--- src/rtl/pipeline_stall_controller_if.sv ---
// ============================================================================
// pipeline_stall_controller_if : hazard requests in, pipeline-register controls
//                                and stall/flush statistics out
// Rev 1.0
// ============================================================================
`default_nettype none

interface pipeline_stall_controller_if #(
   parameter int CNT_W = 16
);
   logic             hazard_req;
   logic             id_branch_taken;
   logic             mem_busy;
   logic             clear_stats;
   logic             pc_write;
   logic             if_id_write;
   logic             if_id_flush;
   logic             id_ex_bubble;
   logic [CNT_W-1:0] stall_count;
   logic [CNT_W-1:0] flush_count;
   logic             stall_timeout;

   modport master (
      output hazard_req, id_branch_taken, mem_busy, clear_stats,
      input  pc_write, if_id_write, if_id_flush, id_ex_bubble,
      input  stall_count, flush_count, stall_timeout
   );

   modport slave (
      input  hazard_req, id_branch_taken, mem_busy, clear_stats,
      output pc_write, if_id_write, if_id_flush, id_ex_bubble,
      output stall_count, flush_count, stall_timeout
   );
endinterface

`default_nettype wire

--- src/rtl/pipeline_stall_controller.sv ---
// ============================================================================
// pipeline_stall_controller : PC / IF-ID / ID-EX stall, flush and freeze control
// Rev 1.0
// ============================================================================
`default_nettype none

module pipeline_stall_controller #(
   parameter int CNT_W        = 16,
   parameter int MAX_STALL    = 8,
   parameter int FLUSH_CYCLES = 1
) (
   input  wire logic                   clk,
   input  wire logic                   rst_n,
   pipeline_stall_controller_if.slave  bus
);

   localparam int             c_run_w      = $clog2(MAX_STALL + 1);
   localparam logic [CNT_W-1:0] c_cnt_max  = '1;
   localparam logic [c_run_w-1:0] c_run_max  = c_run_w'(MAX_STALL);
   localparam logic [c_run_w-1:0] c_run_trip = c_run_w'(MAX_STALL - 1);
   localparam logic [3:0]     c_flush_load = 4'(FLUSH_CYCLES - 1);

   typedef enum logic [1:0] {
      RUN    = 2'd0,
      FLUSH  = 2'd1,
      STALL  = 2'd2,
      FREEZE = 2'd3
   } state_t;

   state_t               r_state;
   state_t               r_resume;
   state_t               w_state_nxt;
   state_t               w_resume_nxt;
   state_t               w_cur;
   logic [3:0]           r_flush_left;
   logic [3:0]           w_flush_left_nxt;
   logic [c_run_w-1:0]   r_stall_run;
   logic [CNT_W-1:0]     r_stall_count;
   logic [CNT_W-1:0]     r_flush_count;
   logic                 r_stall_timeout;
   logic                 w_flush_pending;
   logic                 w_stall_inc;
   logic                 w_flush_inc;
   logic                 w_pc_write;
   logic                 w_if_id_write;
   logic                 w_if_id_flush;
   logic                 w_id_ex_bubble;

   // A frozen cycle is transparent: decide as if still in the pre-freeze state.
   assign w_cur           = (r_state == FREEZE) ? r_resume : r_state;
   assign w_flush_pending = ((w_cur == FLUSH) || (w_cur == STALL)) && (r_flush_left != 4'd0);

   always_ff @(posedge clk or negedge rst_n) begin
      if (!rst_n) begin
         r_state      <= RUN;
         r_resume     <= RUN;
         r_flush_left <= 4'd0;
      end else begin
         r_state      <= w_state_nxt;
         r_resume     <= w_resume_nxt;
         r_flush_left <= w_flush_left_nxt;
      end
   end

   always_comb begin
      w_pc_write       = 1'b1;
      w_if_id_write    = 1'b1;
      w_if_id_flush    = 1'b0;
      w_id_ex_bubble   = 1'b0;
      w_state_nxt      = RUN;
      w_resume_nxt     = r_resume;
      w_flush_left_nxt = r_flush_left;
      w_stall_inc      = 1'b0;
      w_flush_inc      = 1'b0;

      if (bus.mem_busy) begin
         w_pc_write    = 1'b0;
         w_if_id_write = 1'b0;
         w_state_nxt   = FREEZE;
         w_resume_nxt  = w_cur;
      end else if (bus.hazard_req) begin
         // ID is held, so a branch seen now re-presents next cycle.
         w_pc_write     = 1'b0;
         w_if_id_write  = 1'b0;
         w_id_ex_bubble = 1'b1;
         w_stall_inc    = 1'b1;
         w_state_nxt    = STALL;
      end else if (w_flush_pending) begin
         w_if_id_flush    = 1'b1;
         w_flush_left_nxt = r_flush_left - 4'd1;
         w_state_nxt      = (r_flush_left == 4'd1) ? RUN : FLUSH;
      end else if (bus.id_branch_taken) begin
         w_if_id_flush    = 1'b1;
         w_flush_inc      = 1'b1;
         w_flush_left_nxt = c_flush_load;
         w_state_nxt      = (c_flush_load != 4'd0) ? FLUSH : RUN;
      end

      // Pipe must keep moving while in reset regardless of request inputs.
      if (!rst_n) begin
         w_pc_write     = 1'b1;
         w_if_id_write  = 1'b1;
         w_if_id_flush  = 1'b0;
         w_id_ex_bubble = 1'b0;
      end
   end

   always_ff @(posedge clk or negedge rst_n) begin
      if (!rst_n) begin
         r_stall_run <= '0;
      end else if (bus.mem_busy) begin
         r_stall_run <= r_stall_run;
      end else if (bus.hazard_req) begin
         if (r_stall_run != c_run_max) begin
            r_stall_run <= r_stall_run + 1'b1;
         end
      end else begin
         r_stall_run <= '0;
      end
   end

   always_ff @(posedge clk or negedge rst_n) begin
      if (!rst_n) begin
         r_stall_count   <= '0;
         r_flush_count   <= '0;
         r_stall_timeout <= 1'b0;
      end else if (bus.clear_stats) begin
         r_stall_count   <= '0;
         r_flush_count   <= '0;
         r_stall_timeout <= 1'b0;
      end else begin
         if (w_stall_inc && (r_stall_count != c_cnt_max)) begin
            r_stall_count <= r_stall_count + 1'b1;
         end
         if (w_flush_inc && (r_flush_count != c_cnt_max)) begin
            r_flush_count <= r_flush_count + 1'b1;
         end
         if (w_stall_inc && (r_stall_run >= c_run_trip)) begin
            r_stall_timeout <= 1'b1;
         end
      end
   end

   assign bus.pc_write      = w_pc_write;
   assign bus.if_id_write   = w_if_id_write;
   assign bus.if_id_flush   = w_if_id_flush;
   assign bus.id_ex_bubble  = w_id_ex_bubble;
   assign bus.stall_count   = r_stall_count;
   assign bus.flush_count   = r_flush_count;
   assign bus.stall_timeout = r_stall_timeout;

endmodule

`default_nettype wire
--- src/flat_wrapper.sv ---
// flat-port wrapper written by rule: the top's interface ports become plain ports
module pipeline_stall_controller_flat 
#(
   parameter int CNT_W        = 16,
   parameter int MAX_STALL    = 8,
   parameter int FLUSH_CYCLES = 1
)
  (clk, rst_n, bus_hazard_req, bus_id_branch_taken, bus_mem_busy, bus_clear_stats, bus_pc_write, bus_if_id_write, bus_if_id_flush, bus_id_ex_bubble, bus_stall_count, bus_flush_count, bus_stall_timeout);
  pipeline_stall_controller_if #(.CNT_W(CNT_W)) bus_i ();
  input  wire logic clk;
  input  wire logic rst_n;
  input wire logic [$bits(bus_i.hazard_req)-1:0] bus_hazard_req;
  input wire logic [$bits(bus_i.id_branch_taken)-1:0] bus_id_branch_taken;
  input wire logic [$bits(bus_i.mem_busy)-1:0] bus_mem_busy;
  input wire logic [$bits(bus_i.clear_stats)-1:0] bus_clear_stats;
  output wire logic [$bits(bus_i.pc_write)-1:0] bus_pc_write;
  output wire logic [$bits(bus_i.if_id_write)-1:0] bus_if_id_write;
  output wire logic [$bits(bus_i.if_id_flush)-1:0] bus_if_id_flush;
  output wire logic [$bits(bus_i.id_ex_bubble)-1:0] bus_id_ex_bubble;
  output wire logic [$bits(bus_i.stall_count)-1:0] bus_stall_count;
  output wire logic [$bits(bus_i.flush_count)-1:0] bus_flush_count;
  output wire logic [$bits(bus_i.stall_timeout)-1:0] bus_stall_timeout;
  assign bus_i.hazard_req = bus_hazard_req;
  assign bus_i.id_branch_taken = bus_id_branch_taken;
  assign bus_i.mem_busy = bus_mem_busy;
  assign bus_i.clear_stats = bus_clear_stats;
  assign bus_pc_write = bus_i.pc_write;
  assign bus_if_id_write = bus_i.if_id_write;
  assign bus_if_id_flush = bus_i.if_id_flush;
  assign bus_id_ex_bubble = bus_i.id_ex_bubble;
  assign bus_stall_count = bus_i.stall_count;
  assign bus_flush_count = bus_i.flush_count;
  assign bus_stall_timeout = bus_i.stall_timeout;
  pipeline_stall_controller #(.CNT_W(CNT_W), .MAX_STALL(MAX_STALL), .FLUSH_CYCLES(FLUSH_CYCLES)) u_core (.clk(clk), .rst_n(rst_n), .bus(bus_i));
endmodule
--- config.mk ---
export PLATFORM = sky130hd
export DESIGN_NAME = pipeline_stall_controller_flat
export DESIGN_NICKNAME = d
export VERILOG_FILES = /design/src/rtl/pipeline_stall_controller_if.sv /design/src/rtl/pipeline_stall_controller.sv /design/src/flat_wrapper.sv
export SDC_FILE = /design/constraint.sdc
export NUM_CORES = 1
export LEC_CHECK = 0
export CAP_MARGIN = 5
export CORE_MARGIN = 2
export CORE_UTILIZATION = 45
export DETAILED_ROUTE_END_ITERATION = 10
export PLACE_DENSITY = 0.8
export SYNTH_ARGS = -nofsm -noshare
export SYNTH_HDL_FRONTEND = slang
export SYNTH_SLANG_ARGS = --single-unit
--- constraint.sdc ---
create_clock -name clk -period 2.38 [get_ports clk]
set_input_delay 0.357 -clock clk [delete_from_list [all_inputs] [get_ports clk]]
set_output_delay 0.357 -clock clk [all_outputs]
set_load 0.05 [all_outputs]
==> results.json <==
{
  "async_reset_ff_share_pct": 100.0,
  "crit_family": "compound AO/OA/AOI/OAI gates",
  "rr_endpoint": "u_core.bus.flush_count[2]$_DFFE_PN0P_",
  "drtIter0Drc": 163,
  "dieHeight_um": 82.90,
  "gp_congestion": 0.8439,
  "post_cts_buffers": 0,
  "layout_common_cells": "dfrtp_1, clkdlybuf4s50_1, nor2_1",
  "holdWs_ps": 504.2,
  "totalWireLength_um": 6056,
  "clk_latency_ps": 300,
  "worstPathMaxFanout": 5,
  "core_um2": 5956,
  "fin_crit_sh_pct": 93.69,
  "critPathSlowestCell": "dfrtp_1",
  "finalSetupTns_ps": 0,
  "htree_levels": 2,
  "synth_cell_type_count": 54,
  "rsz0062_at_grt": "false",
  "cts_buffer_depth": 2,
  "r2r_cells": 5,
  "tightest_slew_ps": 507.7,
  "syn_to_final_growth_pct": 24.48,
  "cts_tree": "built",
  "worstHoldPathType": "input port to asynchronous set/reset pin",
  "io_pins": 43,
  "maxSlewHeadroom_pct": 66.05,
  "worst_path_largest_cell_delay_ps": 400,
  "ys.flop_type": "dfrtp_1",
  "first_pass_iters": 4,
  "die_area_um2": 6872,
  "crit-reg2reg-launch": "u_core.r_flush_left[2]$_DFFE_PN0P_",
  "drtAntennaViolNets": 0,
  "clk_pin_slew_worst_paths_ps": 80,
  "fin_crit_ps": 2230,
  "synth.yosys.seq_area_share_pct": 40.20,
  "synth_cells": 289,
  "endpoint_kind": "output pin",
  "dpl.cell_count": 402,
  "grt_pass1_vias": 2345,
  "worstSetupStartpointType": "register",
  "avgViaCountPerCell": 5.922,
  "initial_utilization_pct": 47.04,
  "synth-seq-cells": 45,
  "drive_gt1_share_pct": 15.18,
  "finalSetupViolCount": 0,
  "path_buf_inv": 2,
  "arrival_ps": 1870,
  "cp-startpoint": "u_core.r_flush_left[0]$_DFFE_PN0P_",
  "stdcell_count": 411,
  "placementRows": 28,
  "grt_antenna_before_repair": 0,
  "gr-total-overflow": 0,
  "cap_viol_max_count": 0,
  "synth-edff-count": 0,
  "yosysWarnings": 0,
  "antenna_cells": 0,
  "layout.nets": 347,
  "gr-usage-all-layers_pct": 18.09,
  "avgSynthCellArea_um2": 9.694,
  "crit_type": "register to output pin",
  "hpwl_um": 4337,
  "place.port_buffers": 42,
  "p_leak_uw": 0.001430,
  "grt_start_max_net_pins": 46,
  "p_per_area_nw_per_um2": 563.3,
  "grt_pass1_wl_um": 10640,
  "vias": 2434,
  "required_ps": 2020,
  "r2r_slack_ps": 400,
  "clock-root-buffer": "clkbuf_8",
  "wl_per_cell_um": 14.73,
  "slew_viol_final": 0,
  "fin_skew_ps": 6.950,
  "cp_cell_sequence": "inv_1 -> ha_1 -> a221oi_4 -> o21ai_2 -> nor2_2 -> buf_12",
  "synthesis.nets": 301,
  "mostFrequentLayoutCell": "dfrtp_1",
  "cts_buffers": 5,
  "cts.sinks": 45,
  "ir_drop_mv": 0.3704,
  "cp.depth": 6,
  "die_w_um": 82.90,
  "drcViolationCount": 0,
  "synth_area_um2": 2801,
  "hold_viol": 0,
  "endpoint": "bus_if_id_flush",
  "fmax_ghz": 0.4484,
  "p_total_uw": 1964,
  "outcome": "completed",
  "utilization_pct": 58.55
}
-- metal layers --
metal	global-route usage [%]	share of wire [%]
met4	5.216	1.2
met3	3.777	3.4
met2	29.55	49
met1	24.32	47
met5	0	0
-- Yosys cell counts, types with 2 or more instances --
library cell | number | area [um2]
o311ai_0 | 3 | 26.28
nor4_4 | 2 | 42.54
a211oi_1 | 2 | 15.01
o41ai_1 | 2 | 17.52
mux2_1 | 5 | 56.30
mux2i_1 | 3 | 30.03
buf_6 | 4 | 45.04
nor2b_1 | 19 | 118.9
or3_1 | 5 | 31.28
or4_1 | 6 | 45.04
dfrtp_1 | 45 | 1126
nand2_1 | 15 | 56.30
buf_4 | 2 | 15.01
buf_1 | 2 | 7.510
a41oi_1 | 2 | 17.52
a21oi_1 | 15 | 75.07
o2bb2ai_1 | 2 | 17.52
a22o_1 | 4 | 35.03
a31oi_1 | 3 | 18.77
ha_1 | 6 | 75.07
nor4_1 | 2 | 12.51
mux2_2 | 9 | 101.4
and3_1 | 7 | 43.79
nand3_1 | 11 | 55.05
clkbuf_1 | 5 | 18.77
nor4_2 | 6 | 75.07
o21ai_0 | 7 | 35.03
a21boi_0 | 2 | 15.01
a21o_1 | 4 | 30.03
nand4_1 | 10 | 62.56
and2_1 | 8 | 50.05
nor3_1 | 10 | 50.05
o31ai_1 | 4 | 30.03
nor2_1 | 24 | 90.09
inv_1 | 8 | 30.03
and4_1 | 4 | 35.03
buf_2 | 4 | 20.02
-- worst reg2reg max path: cells and delay by family (launching register included) --
kind | cells | cell delay [ps]
multiplexers | 1 | 370
AND/OR/NAND/NOR | 2 | 700
AO/OA/AOI/OAI | 1 | 160
buffers and inverters | 1 | 230
flip-flops | 1 | 420
-- sequential cells by signal, summed over array words and instances (netlist names) --
register	count
u_core.bus.flush_count	16
u_core.bus.stall_count	16
u_core.bus.stall_timeout	1
u_core.r_flush_left	4
u_core.r_resume	2
u_core.r_stall_run	4
u_core.r_state	2
-- final cells by class --
| class | count | area (um2) |
|---|---|---|
| tap | 75 | 93.84 |
| sequential | 45 | 1126 |
| clock inverter | 1 | 30.03 |
| timing repair buffer | 56 | 575.6 |
| clock buffer | 7 | 86.33 |
| inverter | 8 | 30.03 |
| fill | 521 | 2469 |
| multi-input combinational | 219 | 1545 |
-- kinds of logic after synthesis --
logic type	Yosys count	synth area share (%)
AND/OR/NAND/NOR	137	30.10
AO/OA/AOI/OAI	58	15.14
flip-flops	45	40.20
buffers and inverters	25	4.868
multiplexers	17	6.699
adder cells (fa/ha/maj)	6	2.680
XOR/XNOR	1	0.3127
-- stage by stage --
stage | worst slack, ps | area (um2)
6_report | 150.1 | 3487
2_1_floorplan | 127.5 | 2804
4_1_cts | 60.08 | 3483
3_5_place_dp | 103.3 | 3357
3_3_place_gp | 129.1 | 3357
5_1_grt | 41.10 | 3487
-- how the worst min path moves through the flow --
stage / from / to
after global routing: u_core.r_flush_left[1]$_DFFE_PN0P_ / u_core.r_flush_left[1]$_DFFE_PN0P_
after CTS: rst_n / u_core.bus.stall_count[9]$_DFFE_PN0P_
final: rst_n / u_core.bus.stall_count[9]$_DFFE_PN0P_
after floorplan: rst_n / u_core.bus.flush_count[0]$_DFFE_PN0P_
after global placement: rst_n / u_core.bus.stall_count[9]$_DFFE_PN0P_
after detailed placement: rst_n / u_core.bus.stall_count[9]$_DFFE_PN0P_
-- repair_timing --
item | CTS | global route
setup endpoints to repair | 0 | 1
hold buffers | 1 | 0
endpoints found under the hold margin | 13 | 0
resized for setup | 0 | 1
-- power by group --
| part | total, uW | internal, uW | switching (uW) |
|---|---|---|---|
| clock network | 597 | 342 | 255 |
| registers | 895 | 828 | 66.7 |
| logic | 472 | 195 | 277 |
| total | 1960 | 1370 | 598 |
(Power assumes the default switching activity.)
